## config.mk

```make
export PLATFORM = sky130hd
export DESIGN_NAME = orv64_ptw_walker
export DESIGN_NICKNAME = d
export VERILOG_FILES = /design/src/rtl/orv64_ptw_walker_pkg.sv /design/src/rtl/orv64_ptw_walker_pte_classifier.sv /design/src/rtl/orv64_ptw_walker.sv
export SDC_FILE = /design/constraint.sdc
export NUM_CORES = 1
export LEC_CHECK = 0
export CORE_MARGIN = 2
export CORE_UTILIZATION = 43
export CTS_BUF_LIST = sky130_fd_sc_hd__clkbuf_2 sky130_fd_sc_hd__clkbuf_4 sky130_fd_sc_hd__clkbuf_8
export DETAILED_ROUTE_END_ITERATION = 7
export PLACE_DENSITY = 0.8
export SLEW_MARGIN = 30
export SYNTH_ARGS = -nofsm -noshare
export SYNTH_HDL_FRONTEND = slang
export SYNTH_SLANG_ARGS = --single-unit
```

## constraint.sdc

```tcl
create_clock -name tlb_clkg -period 2.8 [get_ports tlb_clkg]
set_input_delay 0.42 -clock tlb_clkg [delete_from_list [all_inputs] [get_ports tlb_clkg]]
set_output_delay 0.42 -clock tlb_clkg [all_outputs]
set_load 0.02 [all_outputs]
```

## src/rtl/orv64_ptw_walker_pkg.sv

```systemverilog
// Shared Sv39 walker types, fault-cause encodings and access-type -> cause helpers.
package orv64_ptw_walker_pkg;

    localparam int unsigned ORV64_NUM_PAGE_LEVELS = 3;

    typedef logic [26:0] orv64_vpn_t;
    typedef logic [1:0]  orv64_ptw_lvl_t;
    typedef logic [3:0]  orv64_excp_cause_t;

    typedef enum logic [1:0] {
        ORV64_ACCESS_FETCH = 2'd0,
        ORV64_ACCESS_LOAD  = 2'd1,
        ORV64_ACCESS_STORE = 2'd2,
        ORV64_ACCESS_AMO   = 2'd3
    } orv64_access_type_t;

    typedef enum logic [1:0] {
        ORV64_PTW_IDLE,
        ORV64_PTW_MEM_REQ,
        ORV64_PTW_MEM_WAIT,
        ORV64_PTW_RESP
    } orv64_ptw_state_t;

    localparam orv64_excp_cause_t ORV64_EXCP_INST_ACCESS_FAULT  = 4'd1;
    localparam orv64_excp_cause_t ORV64_EXCP_LOAD_ACCESS_FAULT  = 4'd5;
    localparam orv64_excp_cause_t ORV64_EXCP_STORE_ACCESS_FAULT = 4'd7;
    localparam orv64_excp_cause_t ORV64_EXCP_INST_PAGE_FAULT    = 4'd12;
    localparam orv64_excp_cause_t ORV64_EXCP_LOAD_PAGE_FAULT    = 4'd13;
    localparam orv64_excp_cause_t ORV64_EXCP_STORE_PAGE_FAULT   = 4'd15;

    typedef struct packed {
        logic [3:0]  mode;
        logic [15:0] asid;
        logic [43:0] ppn;
    } orv64_csr_satp_t;

    typedef struct packed {
        logic [9:0]  reserved;
        logic [43:0] ppn;
        logic [1:0]  rsw;
        logic        d;
        logic        a;
        logic        g;
        logic        u;
        logic        x;
        logic        w;
        logic        r;
        logic        v;
    } orv64_pte_t;

    typedef struct packed {
        orv64_vpn_t         req_vpn;
        orv64_access_type_t req_access_type;
    } orv64_tlb_ptw_if_req_t;

    typedef struct packed {
        orv64_pte_t        resp_pte;
        orv64_ptw_lvl_t    resp_lvl;
        logic              resp_excp_valid;
        orv64_excp_cause_t resp_excp_cause;
    } orv64_tlb_ptw_if_resp_t;

    function automatic orv64_excp_cause_t orv64_get_fault_type(input orv64_access_type_t acc);
        case (acc)
            ORV64_ACCESS_FETCH: return ORV64_EXCP_INST_PAGE_FAULT;
            ORV64_ACCESS_LOAD:  return ORV64_EXCP_LOAD_PAGE_FAULT;
            default:            return ORV64_EXCP_STORE_PAGE_FAULT;
        endcase
    endfunction

    function automatic orv64_excp_cause_t orv64_get_excp_perm_type(input orv64_access_type_t acc);
        case (acc)
            ORV64_ACCESS_FETCH: return ORV64_EXCP_INST_ACCESS_FAULT;
            ORV64_ACCESS_LOAD:  return ORV64_EXCP_LOAD_ACCESS_FAULT;
            default:            return ORV64_EXCP_STORE_ACCESS_FAULT;
        endcase
    endfunction

    // Faults report no PTE and level 0 so the TLB never fills from them.
    function automatic orv64_tlb_ptw_if_resp_t orv64_fault_resp(input orv64_excp_cause_t cause);
        orv64_tlb_ptw_if_resp_t r;
        r                 = '0;
        r.resp_excp_valid = 1'b1;
        r.resp_excp_cause = cause;
        return r;
    endfunction

endpackage

```

## src/rtl/orv64_ptw_walker_pte_classifier.sv

```systemverilog
// Combinational PTE decode: invalid encoding, leaf vs. pointer, misaligned superpage.
module orv64_ptw_walker_pte_classifier
    import orv64_ptw_walker_pkg::*;
(
    input  orv64_pte_t     i_pte,
    input  orv64_ptw_lvl_t i_lvl,
    output logic           o_is_invalid,
    output logic           o_is_leaf,
    output logic           o_is_misaligned
);

    logic w_unused;
    assign w_unused = ^{i_pte.reserved, i_pte.ppn[43:18], i_pte.rsw, i_pte.d, i_pte.a, i_pte.g, i_pte.u};

    always_comb begin
        o_is_invalid    = !i_pte.v || (!i_pte.r && i_pte.w);
        o_is_leaf       = i_pte.r || i_pte.x;
        o_is_misaligned = 1'b0;
        case (i_lvl)
            2'd2:    o_is_misaligned = |i_pte.ppn[17:0];
            2'd1:    o_is_misaligned = |i_pte.ppn[8:0];
            default: o_is_misaligned = 1'b0;
        endcase
    end

endmodule

```

## src/rtl/orv64_ptw_walker.sv

```systemverilog
// Sv39 page-table walker: one request in flight, one outstanding PTE read at a time.
module orv64_ptw_walker
    import orv64_ptw_walker_pkg::*;
#(
    parameter int unsigned PADDR_WIDTH = 56,
    parameter int unsigned NUM_LEVELS  = ORV64_NUM_PAGE_LEVELS
) (
    input  logic                   tlb_clkg,
    input  logic                   rstn,
    input  orv64_csr_satp_t        satp,
    input  logic                   tlb2ptw_req_valid,
    input  orv64_tlb_ptw_if_req_t  tlb2ptw_req,
    output logic                   ptw2tlb_req_ready,
    output logic                   ptw2tlb_resp_valid,
    output orv64_tlb_ptw_if_resp_t ptw2tlb_resp,
    input  logic                   tlb2ptw_resp_ready,
    output logic                   ptw2mem_req_valid,
    output logic [PADDR_WIDTH-1:0] ptw2mem_req_paddr,
    input  logic                   mem2ptw_req_ready,
    input  logic                   mem2ptw_resp_valid,
    input  logic [63:0]            mem2ptw_resp_data,
    input  logic                   mem2ptw_resp_err,
    output logic                   ptw_busy
);

    localparam orv64_ptw_lvl_t LVL_TOP = orv64_ptw_lvl_t'(NUM_LEVELS - 1);

    orv64_ptw_state_t       r_state;
    orv64_vpn_t             r_vpn;
    orv64_access_type_t     r_acc;
    orv64_ptw_lvl_t         r_lvl;
    logic [PADDR_WIDTH-1:0] r_paddr;
    logic                   r_req_ready;
    logic                   r_resp_valid;
    logic                   r_mem_req_valid;
    logic                   r_busy;
    orv64_tlb_ptw_if_resp_t r_resp;

    orv64_pte_t w_pte;
    logic       w_invalid;
    logic       w_leaf;
    logic       w_misaligned;
    logic       w_descend;
    logic       w_page_fault;
    logic       w_unused;

    assign w_pte    = orv64_pte_t'(mem2ptw_resp_data);
    assign w_unused = ^{satp.mode, satp.asid};

    orv64_ptw_walker_pte_classifier u_classifier (
        .i_pte           (w_pte),
        .i_lvl           (r_lvl),
        .o_is_invalid    (w_invalid),
        .o_is_leaf       (w_leaf),
        .o_is_misaligned (w_misaligned)
    );

    // Bus errors win over PTE content; a pointer at level 0 is a page fault.
    assign w_descend    = !mem2ptw_resp_err && !w_invalid && !w_leaf && (r_lvl != 2'd0);
    assign w_page_fault = w_invalid || !w_leaf || w_misaligned;

    function automatic logic [PADDR_WIDTH-1:0] pte_addr(input logic [43:0] ppn,
                                                        input orv64_vpn_t vpn,
                                                        input orv64_ptw_lvl_t lvl);
        logic [8:0] idx;
        case (lvl)
            2'd2:    idx = vpn[26:18];
            2'd1:    idx = vpn[17:9];
            default: idx = vpn[8:0];
        endcase
        return PADDR_WIDTH'({ppn, 12'h000}) + PADDR_WIDTH'({idx, 3'b000});
    endfunction

    always_ff @(posedge tlb_clkg) begin
        if (!rstn) begin
            r_state         <= ORV64_PTW_IDLE;
            r_vpn           <= '0;
            r_acc           <= ORV64_ACCESS_FETCH;
            r_lvl           <= '0;
            r_paddr         <= '0;
            r_req_ready     <= 1'b1;
            r_resp_valid    <= 1'b0;
            r_mem_req_valid <= 1'b0;
            r_busy          <= 1'b0;
            r_resp          <= '0;
        end else begin
            case (r_state)
                ORV64_PTW_IDLE: begin
                    if (tlb2ptw_req_valid) begin
                        r_vpn           <= tlb2ptw_req.req_vpn;
                        r_acc           <= tlb2ptw_req.req_access_type;
                        r_lvl           <= LVL_TOP;
                        r_paddr         <= pte_addr(satp.ppn, tlb2ptw_req.req_vpn, LVL_TOP);
                        r_req_ready     <= 1'b0;
                        r_mem_req_valid <= 1'b1;
                        r_busy          <= 1'b1;
                        r_state         <= ORV64_PTW_MEM_REQ;
                    end
                end
                ORV64_PTW_MEM_REQ: begin
                    if (mem2ptw_req_ready) begin
                        r_mem_req_valid <= 1'b0;
                        r_state         <= ORV64_PTW_MEM_WAIT;
                    end
                end
                ORV64_PTW_MEM_WAIT: begin
                    if (mem2ptw_resp_valid) begin
                        if (w_descend) begin
                            r_lvl           <= r_lvl - 2'd1;
                            r_paddr         <= pte_addr(w_pte.ppn, r_vpn, r_lvl - 2'd1);
                            r_mem_req_valid <= 1'b1;
                            r_state         <= ORV64_PTW_MEM_REQ;
                        end else begin
                            r_resp_valid <= 1'b1;
                            r_state      <= ORV64_PTW_RESP;
                            if (mem2ptw_resp_err)
                                r_resp <= orv64_fault_resp(orv64_get_excp_perm_type(r_acc));
                            else if (w_page_fault)
                                r_resp <= orv64_fault_resp(orv64_get_fault_type(r_acc));
                            else
                                r_resp <= '{resp_pte: w_pte, resp_lvl: r_lvl,
                                            resp_excp_valid: 1'b0, resp_excp_cause: '0};
                        end
                    end
                end
                ORV64_PTW_RESP: begin
                    if (tlb2ptw_resp_ready) begin
                        r_resp_valid <= 1'b0;
                        r_req_ready  <= 1'b1;
                        r_busy       <= 1'b0;
                        r_state      <= ORV64_PTW_IDLE;
                    end
                end
                default: r_state <= ORV64_PTW_IDLE;
            endcase
        end
    end

    a_no_stray_mem_resp: assert property (@(posedge tlb_clkg) disable iff (!rstn)
        (r_state != ORV64_PTW_MEM_WAIT) |-> !mem2ptw_resp_valid);

    assign ptw2tlb_req_ready  = r_req_ready;
    assign ptw2tlb_resp_valid = r_resp_valid;
    assign ptw2tlb_resp       = r_resp;
    assign ptw2mem_req_valid  = r_mem_req_valid;
    assign ptw2mem_req_paddr  = r_paddr;
    assign ptw_busy           = r_busy;

endmodule

```

==> impl_metrics.ini <==
[outcome]
outcome = complete, no violations

[global_route]
grt_first_pass_wirelength_mm = 33.6
vias_in_the_first_global_route = 6174
maximum_number_of_pins_on_one_net_before_global_route_repair = 68
grtUsageTotal_pct = 26.3
antenna_found_initial = 0
grt_remaining_overflow = 0

[finish]
synthToLayoutAreaGrowth_pct = 50.5
multi_input_gate_area_um2 = 2980
layout.nets = 1109
num-fill-cells = 1299
diodes = 0
layout.area.seq_um2 = 3220
post_route_cells_drive_above_1_share_pct = 7.55

[floorplanning]
coreArea_um2 = 15000
floorplan.die.width_um = 127
die_h_um = 127
number_of_placed_i_o_pins = 295
rows = 45
initial_core_utilization_pct = 43.5
fp.dieArea_um2 = 16200

[synthesis]
flops_latches_synth = 161
synth_ff_type = dfxtp_1
post_synth_num_cell_types = 44
synth.top_cells.by_area = dfxtp_1 (49%), a32o_1 (9.9%), nand2_1 (8.9%)
synth_async_sr_flop_share_pct = 0
syn-cell-area_um2 = 6540
yosys.area.top_type = dfxtp_1
seq_area_frac_synth_pct = 49.3
post_synth_inst_count = 698
synth_enable_flop_cells = 0
yosysTopAreaCellShare_pct = 49.3
yosys_warnings = 0
synth.avg_cell_area_um2 = 9.37

[placement]
place_worst_setup_slack_ns = 0.220
place.detailed.hpwl_mm = 15.0
gpl.final_weighted_congestion = 0.850
port_buffers = 271

[clock_network]
skew_pair_late_insertion_delay_ns = 0.44
cts_inserted_buffers = 17
clock_sink_count = 161
ctsResizeCount = 0
cts_root_buf = clkbuf_8
post_cts_buffers = 0
postCtsHoldBufs = 0
h-tree-depth = 4
path_clk_slew_ns = 0.09
cts_max_path_buffers = 2
tritoncts = built

[pwr]
peak_supply_drop_uv = 283
p_leak_nw = 3.95
design_power_total_w = 0.00554
power.density_cell_area_nw_per_um2 = 563

[critical_path]
ff2ff_path_depth = 7
terminus_of_the_critical_flop_to_flop_path = ptw2mem_req_paddr[27]
cp-end-kind = flop
reg2reg_slack_ns = 0.50
nature_of_the_critical_path_startpoint = flop
criticalPathCategory = flop to flop
worstPathArrival_ns = 2.64
critical_path_peak_fanout = 16
timing.rr.start = r_lvl[0]
critPathRequiredTime_ns = 3.13

[worst_hold_path]
worst_hold_path.num_cells = 2
whs_endpoint = r_vpn[9]
hold_path_class = flop to flop
hold_crit_start = r_vpn[9]

[timing]
timing_worst_slew_pin_value_ns = 0.693
grt_setup_unrepaired = no
timing.max_slew.rel_slack_pct = 53.6
shortest_period_the_worst_path_allows_ns = 2.30
skew_ns = 0.0101
setup_ws_ns = 0.497
setup_viol_count_final = 0
tns_ns = 0
final.period_utilization_pct = 82.2
final_hold_viol_count = 0
drv_slew = 0
fmax_mhz = 434

[detailed_routing]
first_pass_iters = 5
ant_nets = 0
post_drt_wl_per_cell_um = 19.3
detail_route.vias_per_cell = 5.78
wl_mm = 22.1
routed-via-count = 6598
detail_route.iter0.violations = 567
drcViolationCount = 0

[flow_run]
max-cap-violations = 0
[routing by layer]
metal / GRT usage, % / up-vias / routed length [um]
li1: - / 3093 / -
met1: 34.0 / 3146 / 9090
met2: 41.6 / 301 / 10400
met3: 6.83 / 58 / 1770
met4: 11.5 / 0 / 858
met5: 0 / - / 0
[cell usage after synthesis, drive strengths merged (2+ instances only)]
master and number:
a211o 9, a211oi 3, a21oi 50, a22o 10, a31oi 3, a32o 65
and2 2, buf 36, clkbuf 37, dfxtp 161, ha 4, inv 6
nand2 155, nand2b 2, nand4 44, nor2 12, nor2b 4, nor3 4
nor4 5, o2111ai 9, o211a 44, o211ai 2, o21ai 17
[worst max-delay path, stage by stage, from the launching register on]
cell and delay [ns]:
dfxtp_1 0.41, inv_1 0.10, ha_1 0.24, or4_4 0.46, o21ai_4 0.39, buf_4 0.32, nand4_1 0.13, o211a_1 0.14
[logic make-up (layout without fill, tap and decap cells)]
group                      after synthesis  count (layout)  share of synthesized area, %
AOI/OAI and AO/OA                      217             217                          27.3
and+or+nand+nor                        236             236                          16.5
other                                    1               3                        0.0573
adders and majority gates                4               4                         0.765
DFF                                    161             161                          49.3
buffers and inverters                   79             333                          6.06
[sequential cells by signal (all words and copies together), names as in the netlist]
| register | cells |
|---|---|
| r_vpn | 27 |
| r_state | 2 |
| r_acc | 2 |
| r_lvl | 2 |
| ptw2tlb_resp | 71 |
| ptw2mem_req_paddr | 53 |
| ptw2tlb_req_ready | 1 |
| ptw2mem_req_valid | 1 |
| ptw_busy | 1 |
| ptw2tlb_resp_valid | 1 |
[final cells by class]
class / instances / area share, %
sequential: 161 / 32.8
multi-input combinational: 460 / 30.3
timing repair buffer: 295 / 30.0
clock buffer: 18 / 2.52
tap: 188 / 2.39
clock inverter: 14 / 1.83
inverter: 6 / 0.229
[placed cells by master (no fill, tap or decap), types with 4 or more instances in the layout]
| cell type | netlist | final |
|---|---|---|
| clkdlybuf4s50_1 | 0 | 270 |
| dfxtp_1 | 161 | 161 |
| nand2_1 | 155 | 154 |
| a32o_1 | 65 | 65 |
| a21oi_1 | 49 | 49 |
| nand4_1 | 44 | 44 |
| o211a_1 | 44 | 44 |
| buf_4 | 5 | 19 |
| clkbuf_8 | 0 | 18 |
| o21ai_0 | 15 | 15 |
| a22o_1 | 10 | 10 |
| nor2_1 | 11 | 9 |
| a211o_1 | 9 | 9 |
| o2111ai_1 | 9 | 9 |
| inv_1 | 6 | 6 |
| buf_12 | 0 | 5 |
| nor3_1 | 4 | 4 |
| ha_1 | 4 | 4 |
| clkinvlp_4 | 0 | 4 |
[stage by stage]
stage	instance area, um^2	hold slack [ns]	instances	utilization (%)
6_report	9840	0.459	1142	65.5
5_1_grt	9840	0.448	1142	65.5
4_1_cts	9840	0.426	1142	65.5
3_5_place_dp	9410	0.448	1110	62.6
3_3_place_gp	9410	0.442	1110	62.6
2_1_floorplan	6550	0.436	700	-
[worst max path at each step]
stage / start / endpoint / slack (ns) / cells past startpoint
global route: r_lvl[0] / ptw2tlb_resp[2] / 0.37 / 7
global placement: mem2ptw_resp_data[2] / ptw2mem_req_paddr[15] / 0.23 / 6
detailed placement: mem2ptw_resp_data[2] / ptw2mem_req_paddr[27] / 0.22 / 6
floorplan: r_lvl[0] / ptw2tlb_resp[12] / 0.84 / 8
CTS: r_lvl[0] / ptw2mem_req_paddr[27] / 0.51 / 7
finish: r_lvl[0] / ptw2mem_req_paddr[27] / 0.50 / 7
[where the power goes]
| part | leakage, nW | internal (W) | switching [W] |
|---|---|---|---|
| clock | 0.204 | 0.000919 | 0.000900 |
| sequential | 1.31 | 0.00243 | 0.0000874 |
| combinational | 2.43 | 0.000573 | 0.000632 |
| total | 3.95 | 0.00392 | 0.00162 |
Note: power is estimated with default switching activity, not from simulation.
